===== src/rtl/fp_mon_pkg.sv =====
// Shared types and constants for the IEEE-754 exception-flag monitor:
// rounding modes, rule indices, fflags bit positions and value classification.
package fp_mon_pkg;

  typedef enum logic [2:0] {
    RM_RNE = 3'd0,
    RM_RNA = 3'd1,
    RM_RTP = 3'd2,
    RM_RTN = 3'd3,
    RM_RTZ = 3'd4
  } rmode_e;

  localparam int R0  = 0;
  localparam int R1  = 1;
  localparam int R2  = 2;
  localparam int R3  = 3;
  localparam int R4  = 4;
  localparam int R5  = 5;
  localparam int R6  = 6;
  localparam int R7  = 7;
  localparam int R8  = 8;
  localparam int R9  = 9;
  localparam int R10 = 10;
  localparam int NUM_RULES = 11;

  localparam int FL_NV = 4;
  localparam int FL_DZ = 3;
  localparam int FL_OF = 2;
  localparam int FL_UF = 1;
  localparam int FL_NX = 0;

  typedef struct packed {
    logic sign;
    logic zero;
    logic sub;
    logic norm;
    logic inf;
    logic qnan;
    logic snan;
    logic maxfin;
  } fp_class_t;

  typedef enum logic {
    ST_RUN    = 1'b0,
    ST_HALTED = 1'b1
  } mon_state_e;

  // Format-independent: callers reduce the exponent/fraction fields to these bits.
  function automatic fp_class_t classify(input logic sign, input logic exp_zero,
                                         input logic exp_ones, input logic exp_max_m1,
                                         input logic frac_zero, input logic frac_msb,
                                         input logic frac_ones);
    fp_class_t cls;
    cls.sign   = sign;
    cls.zero   = exp_zero & frac_zero;
    cls.sub    = exp_zero & ~frac_zero;
    cls.norm   = ~exp_zero & ~exp_ones;
    cls.inf    = exp_ones & frac_zero;
    cls.qnan   = exp_ones & frac_msb;
    cls.snan   = exp_ones & ~frac_msb & ~frac_zero;
    cls.maxfin = exp_max_m1 & frac_ones;
    return cls;
  endfunction

endpackage


===== src/rtl/fp_classify.sv =====
// Splits one floating-point value into its fields and classifies it.
module fp_classify
  import fp_mon_pkg::*;
#(
  parameter int EXP_W  = 8,
  parameter int FRAC_W = 23
) (
  input  logic [EXP_W+FRAC_W:0] value,
  output fp_class_t             cls
);

  logic [EXP_W-1:0]  exp_f;
  logic [FRAC_W-1:0] frac_f;
  logic [EXP_W-1:0]  exp_max_m1;

  assign exp_f      = value[FRAC_W +: EXP_W];
  assign frac_f     = value[FRAC_W-1:0];
  assign exp_max_m1 = {{(EXP_W-1){1'b1}}, 1'b0};

  assign cls = classify(value[EXP_W+FRAC_W], exp_f == '0, &exp_f, exp_f == exp_max_m1,
                        frac_f == '0, frac_f[FRAC_W-1], &frac_f);

endmodule


===== src/rtl/fp_flag_monitor.sv =====
// Two-stage exception-flag monitor: stage 1 registers the transaction and its
// classes, stage 2 registers rule results; sticky flags/counters/capture follow.
module fp_flag_monitor
  import fp_mon_pkg::*;
#(
  parameter int          EXP_W        = 8,
  parameter int          FRAC_W       = 23,
  parameter int          RMODE        = 0,
  parameter logic [10:0] RULE_EN      = 11'h7FF,
  parameter bit          HALT_ON_VIOL = 1'b0,
  parameter int          CNT_W        = 16
) (
  input  logic                    clk,
  input  logic                    rst_n,
  // valid/ready: a transaction moves only on a clock edge where in_valid && in_ready.
  input  logic                    in_valid,
  output logic                    in_ready,
  input  logic [EXP_W+FRAC_W:0]   a,
  input  logic [EXP_W+FRAC_W:0]   b,
  input  logic [EXP_W+FRAC_W:0]   c,
  input  logic [EXP_W+FRAC_W:0]   result,
  input  logic [4:0]              flags,
  input  logic                    fflags_clr,
  input  logic                    viol_ack,
  output logic [4:0]              fflags,
  output logic                    viol_valid,
  output logic [3:0]              viol_code,
  output logic [EXP_W+FRAC_W:0]   viol_result,
  output logic [CNT_W-1:0]        viol_count,
  output logic [CNT_W-1:0]        txn_count,
  output logic                    fsm_state
);

  localparam rmode_e RM = rmode_e'(RMODE[2:0]);

  fp_class_t cls_a, cls_b, cls_c, cls_r;
  fp_classify #(.EXP_W(EXP_W), .FRAC_W(FRAC_W)) u_cls_a (.value(a),      .cls(cls_a));
  fp_classify #(.EXP_W(EXP_W), .FRAC_W(FRAC_W)) u_cls_b (.value(b),      .cls(cls_b));
  fp_classify #(.EXP_W(EXP_W), .FRAC_W(FRAC_W)) u_cls_c (.value(c),      .cls(cls_c));
  fp_classify #(.EXP_W(EXP_W), .FRAC_W(FRAC_W)) u_cls_r (.value(result), .cls(cls_r));

  mon_state_e state;
  logic accept;
  logic s1_valid;
  fp_class_t s1_ca, s1_cb, s1_cc, s1_cr;
  logic [4:0] s1_flags;
  logic [EXP_W+FRAC_W:0] s1_result;

  logic s2_valid, s2_viol, s2_hit;
  logic [3:0] s2_code;
  logic [4:0] s2_flags;
  logic [EXP_W+FRAC_W:0] s2_result;

  logic any_nan, any_snan, all_qnan, r_nan, of_res_ok;
  logic [NUM_RULES-1:0] fail, masked;
  logic [3:0] code_nxt;

  assign s2_hit    = s2_valid && s2_viol;
  assign in_ready  = rst_n && (HALT_ON_VIOL ? (state == ST_RUN) && !s2_hit : 1'b1);
  assign accept    = in_valid && in_ready;
  assign fsm_state = state;

  always_ff @(posedge clk or negedge rst_n) begin
    if (!rst_n) begin
      s1_valid  <= 1'b0;
      s1_ca     <= '0;
      s1_cb     <= '0;
      s1_cc     <= '0;
      s1_cr     <= '0;
      s1_flags  <= '0;
      s1_result <= '0;
    end else begin
      s1_valid <= accept;
      if (accept) begin
        s1_ca     <= cls_a;
        s1_cb     <= cls_b;
        s1_cc     <= cls_c;
        s1_cr     <= cls_r;
        s1_flags  <= flags;
        s1_result <= result;
      end
    end
  end

  always_comb begin
    any_nan  = s1_ca.qnan | s1_ca.snan | s1_cb.qnan | s1_cb.snan | s1_cc.qnan | s1_cc.snan;
    any_snan = s1_ca.snan | s1_cb.snan | s1_cc.snan;
    all_qnan = s1_ca.qnan & s1_cb.qnan & s1_cc.qnan;
    r_nan    = s1_cr.qnan | s1_cr.snan;
    // Directed modes overflow to maxfin on the side they round away from.
    case (RM)
      RM_RTP:  of_res_ok = s1_cr.sign ? s1_cr.maxfin : s1_cr.inf;
      RM_RTN:  of_res_ok = s1_cr.sign ? s1_cr.inf : s1_cr.maxfin;
      RM_RTZ:  of_res_ok = s1_cr.maxfin;
      default: of_res_ok = s1_cr.inf;
    endcase
    fail      = '0;
    fail[R0]  = any_nan & ~r_nan;
    fail[R1]  = any_snan & ~s1_flags[FL_NV];
    fail[R2]  = all_qnan & s1_flags[FL_NV];
    fail[R3]  = s1_flags[FL_DZ] & ~s1_cr.inf;
    fail[R4]  = s1_flags[FL_NV] & ~s1_cr.qnan;
    fail[R5]  = s1_flags[FL_OF] & ~s1_flags[FL_NX];
    fail[R6]  = s1_flags[FL_UF] & ~s1_flags[FL_NX];
    fail[R7]  = s1_flags[FL_OF] & ~of_res_ok;
    fail[R8]  = s1_flags[FL_UF] & ~s1_cr.sub;
    fail[R9]  = s1_cr.inf & ~s1_flags[FL_OF] & s1_flags[FL_NX];
    fail[R10] = s1_cr.sub & ~s1_flags[FL_UF] & s1_flags[FL_NX];
    masked    = fail & RULE_EN;
    code_nxt  = '0;
    for (int k = NUM_RULES - 1; k >= 0; k--) begin
      if (masked[k]) code_nxt = 4'(k);
    end
  end

  always_ff @(posedge clk or negedge rst_n) begin
    if (!rst_n) begin
      s2_valid  <= 1'b0;
      s2_viol   <= 1'b0;
      s2_code   <= '0;
      s2_flags  <= '0;
      s2_result <= '0;
    end else begin
      s2_valid <= s1_valid;
      s2_viol  <= s1_valid && (|masked);
      if (s1_valid) begin
        s2_code   <= code_nxt;
        s2_flags  <= s1_flags;
        s2_result <= s1_result;
      end
    end
  end

  always_ff @(posedge clk or negedge rst_n) begin
    if (!rst_n) begin
      fflags      <= '0;
      viol_valid  <= 1'b0;
      viol_code   <= '0;
      viol_result <= '0;
      viol_count  <= '0;
      txn_count   <= '0;
      state       <= ST_RUN;
    end else begin
      fflags <= (fflags_clr ? 5'b0 : fflags) | (s2_valid ? s2_flags : 5'b0);
      if (s2_valid && txn_count != '1) txn_count <= txn_count + CNT_W'(1);
      if (s2_hit && viol_count != '1) viol_count <= viol_count + CNT_W'(1);
      // An ack in the same cycle as a new violation frees the slot for it.
      if (s2_hit && (!viol_valid || viol_ack)) begin
        viol_valid  <= 1'b1;
        viol_code   <= s2_code;
        viol_result <= s2_result;
      end else if (viol_ack) begin
        viol_valid <= 1'b0;
      end
      case (state)
        ST_RUN:    if (HALT_ON_VIOL && s2_hit) state <= ST_HALTED;
        ST_HALTED: if (viol_ack) state <= ST_RUN;
        default:   state <= ST_RUN;
      endcase
    end
  end

endmodule


===== config.mk =====
export PLATFORM = sky130hd
export DESIGN_NAME = fp_flag_monitor
export DESIGN_NICKNAME = d
export VERILOG_FILES = /design/src/rtl/fp_mon_pkg.sv /design/src/rtl/fp_classify.sv /design/src/rtl/fp_flag_monitor.sv
export SDC_FILE = /design/constraint.sdc
export NUM_CORES = 1
export LEC_CHECK = 0
export ABC_AREA = 0
export ABC_CLOCK_PERIOD_IN_PS = 4900
export CORE_ASPECT_RATIO = 0.7
export CORE_MARGIN = 1.5
export CORE_UTILIZATION = 51
export CTS_CLUSTER_SIZE = 25
export DETAILED_ROUTE_END_ITERATION = 10
export GPL_TIMING_DRIVEN = 0
export PLACE_DENSITY = 0.92
export SLEW_MARGIN = 20
export SYNTH_ARGS = -nofsm -noshare
export SYNTH_HDL_FRONTEND = slang
export SYNTH_SLANG_ARGS = --single-unit

===== constraint.sdc =====
create_clock -name clk -period 4.9 [get_ports clk]
set_input_delay 0.735 -clock clk [delete_from_list [all_inputs] [get_ports clk]]
set_output_delay 0.735 -clock clk [all_outputs]
set_load 0.005 [all_outputs]

==> flow_metrics.env <==
export IMPL_grtUsageTotal_pct=26.4
export IMPL_internal_power_w=0.00315
export IMPL_cp_required_ns=5.20
export IMPL_antenna_found_initial=0
export IMPL_num_vias=5327
export IMPL_grt_pass1_vias=5562
export IMPL_syn_area_um2=7000
export IMPL_clock_root_buffer="clkbuf_16"
export IMPL_synth_main_ff_cell="dfrtp_1"
export IMPL_drv_cap=0
export IMPL_tightest_slew_ns=0.701
export IMPL_dieArea_um2=14500
export IMPL_cp_slowest_cell="clkbuf_1"
export IMPL_synth_edf_count=0
export IMPL_place_congestion=0.914
export IMPL_critPathMaxFanout=104
export IMPL_instances_no_fill=961
export IMPL_ff_latch_area_um2=4150
export IMPL_drive_gt1_share_pct=20.7
export IMPL_cts_sinks=166
export IMPL_rsz0062_at_grt="false"
export IMPL_routed_wl_um=17900
export IMPL_drc=0
export IMPL_dr_pass1_iters=4
export IMPL_seqPwrFrac_pct=44.4
export IMPL_setup_viol=0
export IMPL_diodes=0
export IMPL_grt_pass1_wl_um=29000
export IMPL_cts_setup_buffers=0
export IMPL_hold_violations=0
export IMPL_cts_clk_slew_worst_paths_ns=0.07
export IMPL_synthCells=533
export IMPL_fmax_ghz=0.384
export IMPL_max_stage_delay_ns=0.48
export IMPL_mostFrequentLayoutCell="clkdlybuf4s50_1"
export IMPL_vdd_drop_max_mv=0.284
export IMPL_drtIter0Drc=252
export IMPL_cp_start_kind="input pin"
export IMPL_path_class="input pin to flop"
export IMPL_synth_async_reset_ratio_pct=100
export IMPL_fp_coreArea_um2=13300
export IMPL_ys_ff_latch=166
export IMPL_grt_overflow=0
export IMPL_grt_start_max_net_pins=105
export IMPL_ys_seq_area_share_pct=59.3
export IMPL_synth_nets=673
export IMPL_yosys_warnings=0
export IMPL_syn_area_per_cell_um2=13.1
export IMPL_nFillCells=821
export IMPL_wl_per_cell_um=18.6
export IMPL_fp_dieH_um=101
export IMPL_nets=903
export IMPL_min_path_type="input pin to asynchronous set/reset pin"
export IMPL_layout_common_cells="209 x clkdlybuf4s50_1, 166 x dfrtp_1, 109 x mux2_2"
export IMPL_ios=214
export IMPL_crit_chain="buf_8 > buf_16 > nand2_1 > clkbuf_1 > buf_2 > mux2_2"
export IMPL_combPwrFrac_pct=21.3
export IMPL_clkLatencyLatePin_ns=0.42
export IMPL_status="finished clean"
export IMPL_fin_crit_ns=2.60
export IMPL_start_util_pct=52.8
export IMPL_crit_start="rst_n"
export IMPL_syn_to_final_growth_pct=43.0
export IMPL_place_inst=929
export IMPL_die_w_um=143
export IMPL_hpwl_um=13000
export IMPL_cp_end_kind="flop"
export IMPL_switchingPower_w=0.00109
export IMPL_slew_viol_final=0
export IMPL_total_power_w=0.00424
export IMPL_hold_buffers=0
export IMPL_ys_types=50
export IMPL_skew_ns=0.0103
export IMPL_relSlewSlack_pct=53.3
export IMPL_clkPwrFrac_pct=34.2
export IMPL_core_rowCount=35
export IMPL_critical_path_arrival_ns=2.90
export IMPL_finalCritPeriodShare_pct=53.2
export IMPL_powerDensity_nw_per_um2=424
export IMPL_viasPerCell=5.54
export IMPL_cts_resized=0
export IMPL_h_tree_depth=4
export IMPL_ant_nets=0
export IMPL_swShare_pct=25.8
export IMPL_portBuffers=210
export IMPL_multi_input_area_um2=2720
export IMPL_cts_tree="yes"
export IMPL_cts_buffers=17
export IMPL_rr_startpoint="s2_viol$_DFF_PN0_"
export IMPL_max_clock_path_buffers=2
export IMPL_p_leak_nw=4.27
## layer usage
layer / wire length, um / track usage [%] / vias to the layer above
met5: 0 / 0 / -
met4: 205 / 7.85 / 0
met3: 1340 / 6.70 / 24
met2: 8710 / 43.3 / 213
met1: 7620 / 34.9 / 2673
li1: - / - / 2417
## cell type report
type / count / area share, %
Clock buffer: 17 / 4.25
Timing Repair Buffer: 211 / 21.3
Buffer: 16 / 0.725
Inverter: 15 / 0.562
Sequential cell: 166 / 41.5
Multi-Input combinational cell: 336 / 27.2
Clock inverter: 15 / 2.19
Tap cell: 185 / 2.31
## flip-flops by register name (all words and copies together), names as in the netlist, 2 cells and up
| name | count |
|---|---|
| s1_cb | 2 |
| viol_count | 16 |
| s2_result | 32 |
| s2_flags | 5 |
| s1_flags | 5 |
| fflags | 5 |
| s1_cc | 2 |
| s1_ca | 2 |
| s1_result | 32 |
| s1_cr | 3 |
| viol_code | 4 |
| txn_count | 16 |
| s2_code | 4 |
| viol_result | 32 |
## per-stage QoR
step           setup TNS, ns  util [%]  worst slack, ns  instance area (um2)  hold slack, ns
2_1_floorplan              0         -             3.05                 7000           0.352
3_3_place_gp         -713.26      70.4            -3.93                 9340           0.363
3_5_place_dp               0      70.6             1.81                 9370           0.377
4_1_cts                    0      75.5             2.21                10000           0.264
5_1_grt                    0      75.5             2.05                10000           0.282
6_report                   0      75.5             2.30                10000           0.244
## cells in the mapped netlist (5+ instances only)
cell / count / area [um2]
nand2_1: 32 / 120
nor3_1: 13 / 65.1
nor2_1: 15 / 56.3
xor2_1: 21 / 184
o21ai_0: 17 / 85.1
mux2_2: 109 / 1230
dfrtp_1: 166 / 4150
xnor2_1: 5 / 43.8
inv_1: 15 / 56.3
nand2b_1: 6 / 37.5
nor4_1: 27 / 169
and4_1: 5 / 43.8
nand3_1: 10 / 50.1
buf_2: 7 / 35.0
nand4_1: 24 / 150
## cells by family (layout without fill, tap and decap cells)
logic type	after synthesis	in the layout	synth area share, %
compound gates	43	43	4.47
xor+xnor	26	26	3.25
fa+ha+maj	2	2	0.357
buf+inv	31	274	1.84
flops	166	166	59.3
mux	110	110	17.7
simple gates	155	155	13.0
## power groups by stage
stage | Combinational (W) | Clock, W | Sequential (W)
after floorplan | 0.000332 | 0 | 0.00185
after global placement | 0.000865 | 0 | 0.00187
after detailed placement | 0.000903 | 0 | 0.00190
after CTS | 0.000915 | 0.00146 | 0.00188
after global routing | 0.000978 | 0.00152 | 0.00192
final | 0.000905 | 0.00145 | 0.00189
## critical path: cells and delay by family
family | cells | cell delay [ns]
buf+inv | 4 | 1.39
simple gates | 1 | 0.31
mux | 1 | 0.38
## worst paths after layout
check                                            end  slack, ns  depth (start not counted)
min                        txn_count[13]$_DFFE_PN0P_       0.24                          1
max                         s1_result[9]$_DFFE_PN0P_       2.30                          6
min in group clk                  s2_valid$_DFF_PN0_       0.39                          0
max reg2reg                 viol_code[3]$_DFFE_PN0P_       2.94                          4
min reg2reg                       s2_valid$_DFF_PN0_       0.39                          0
max in group asynchronous  s2_result[16]$_DFFE_PN0P_       3.80                          2
No activity file was read; power rests on OpenSTA's default activity.
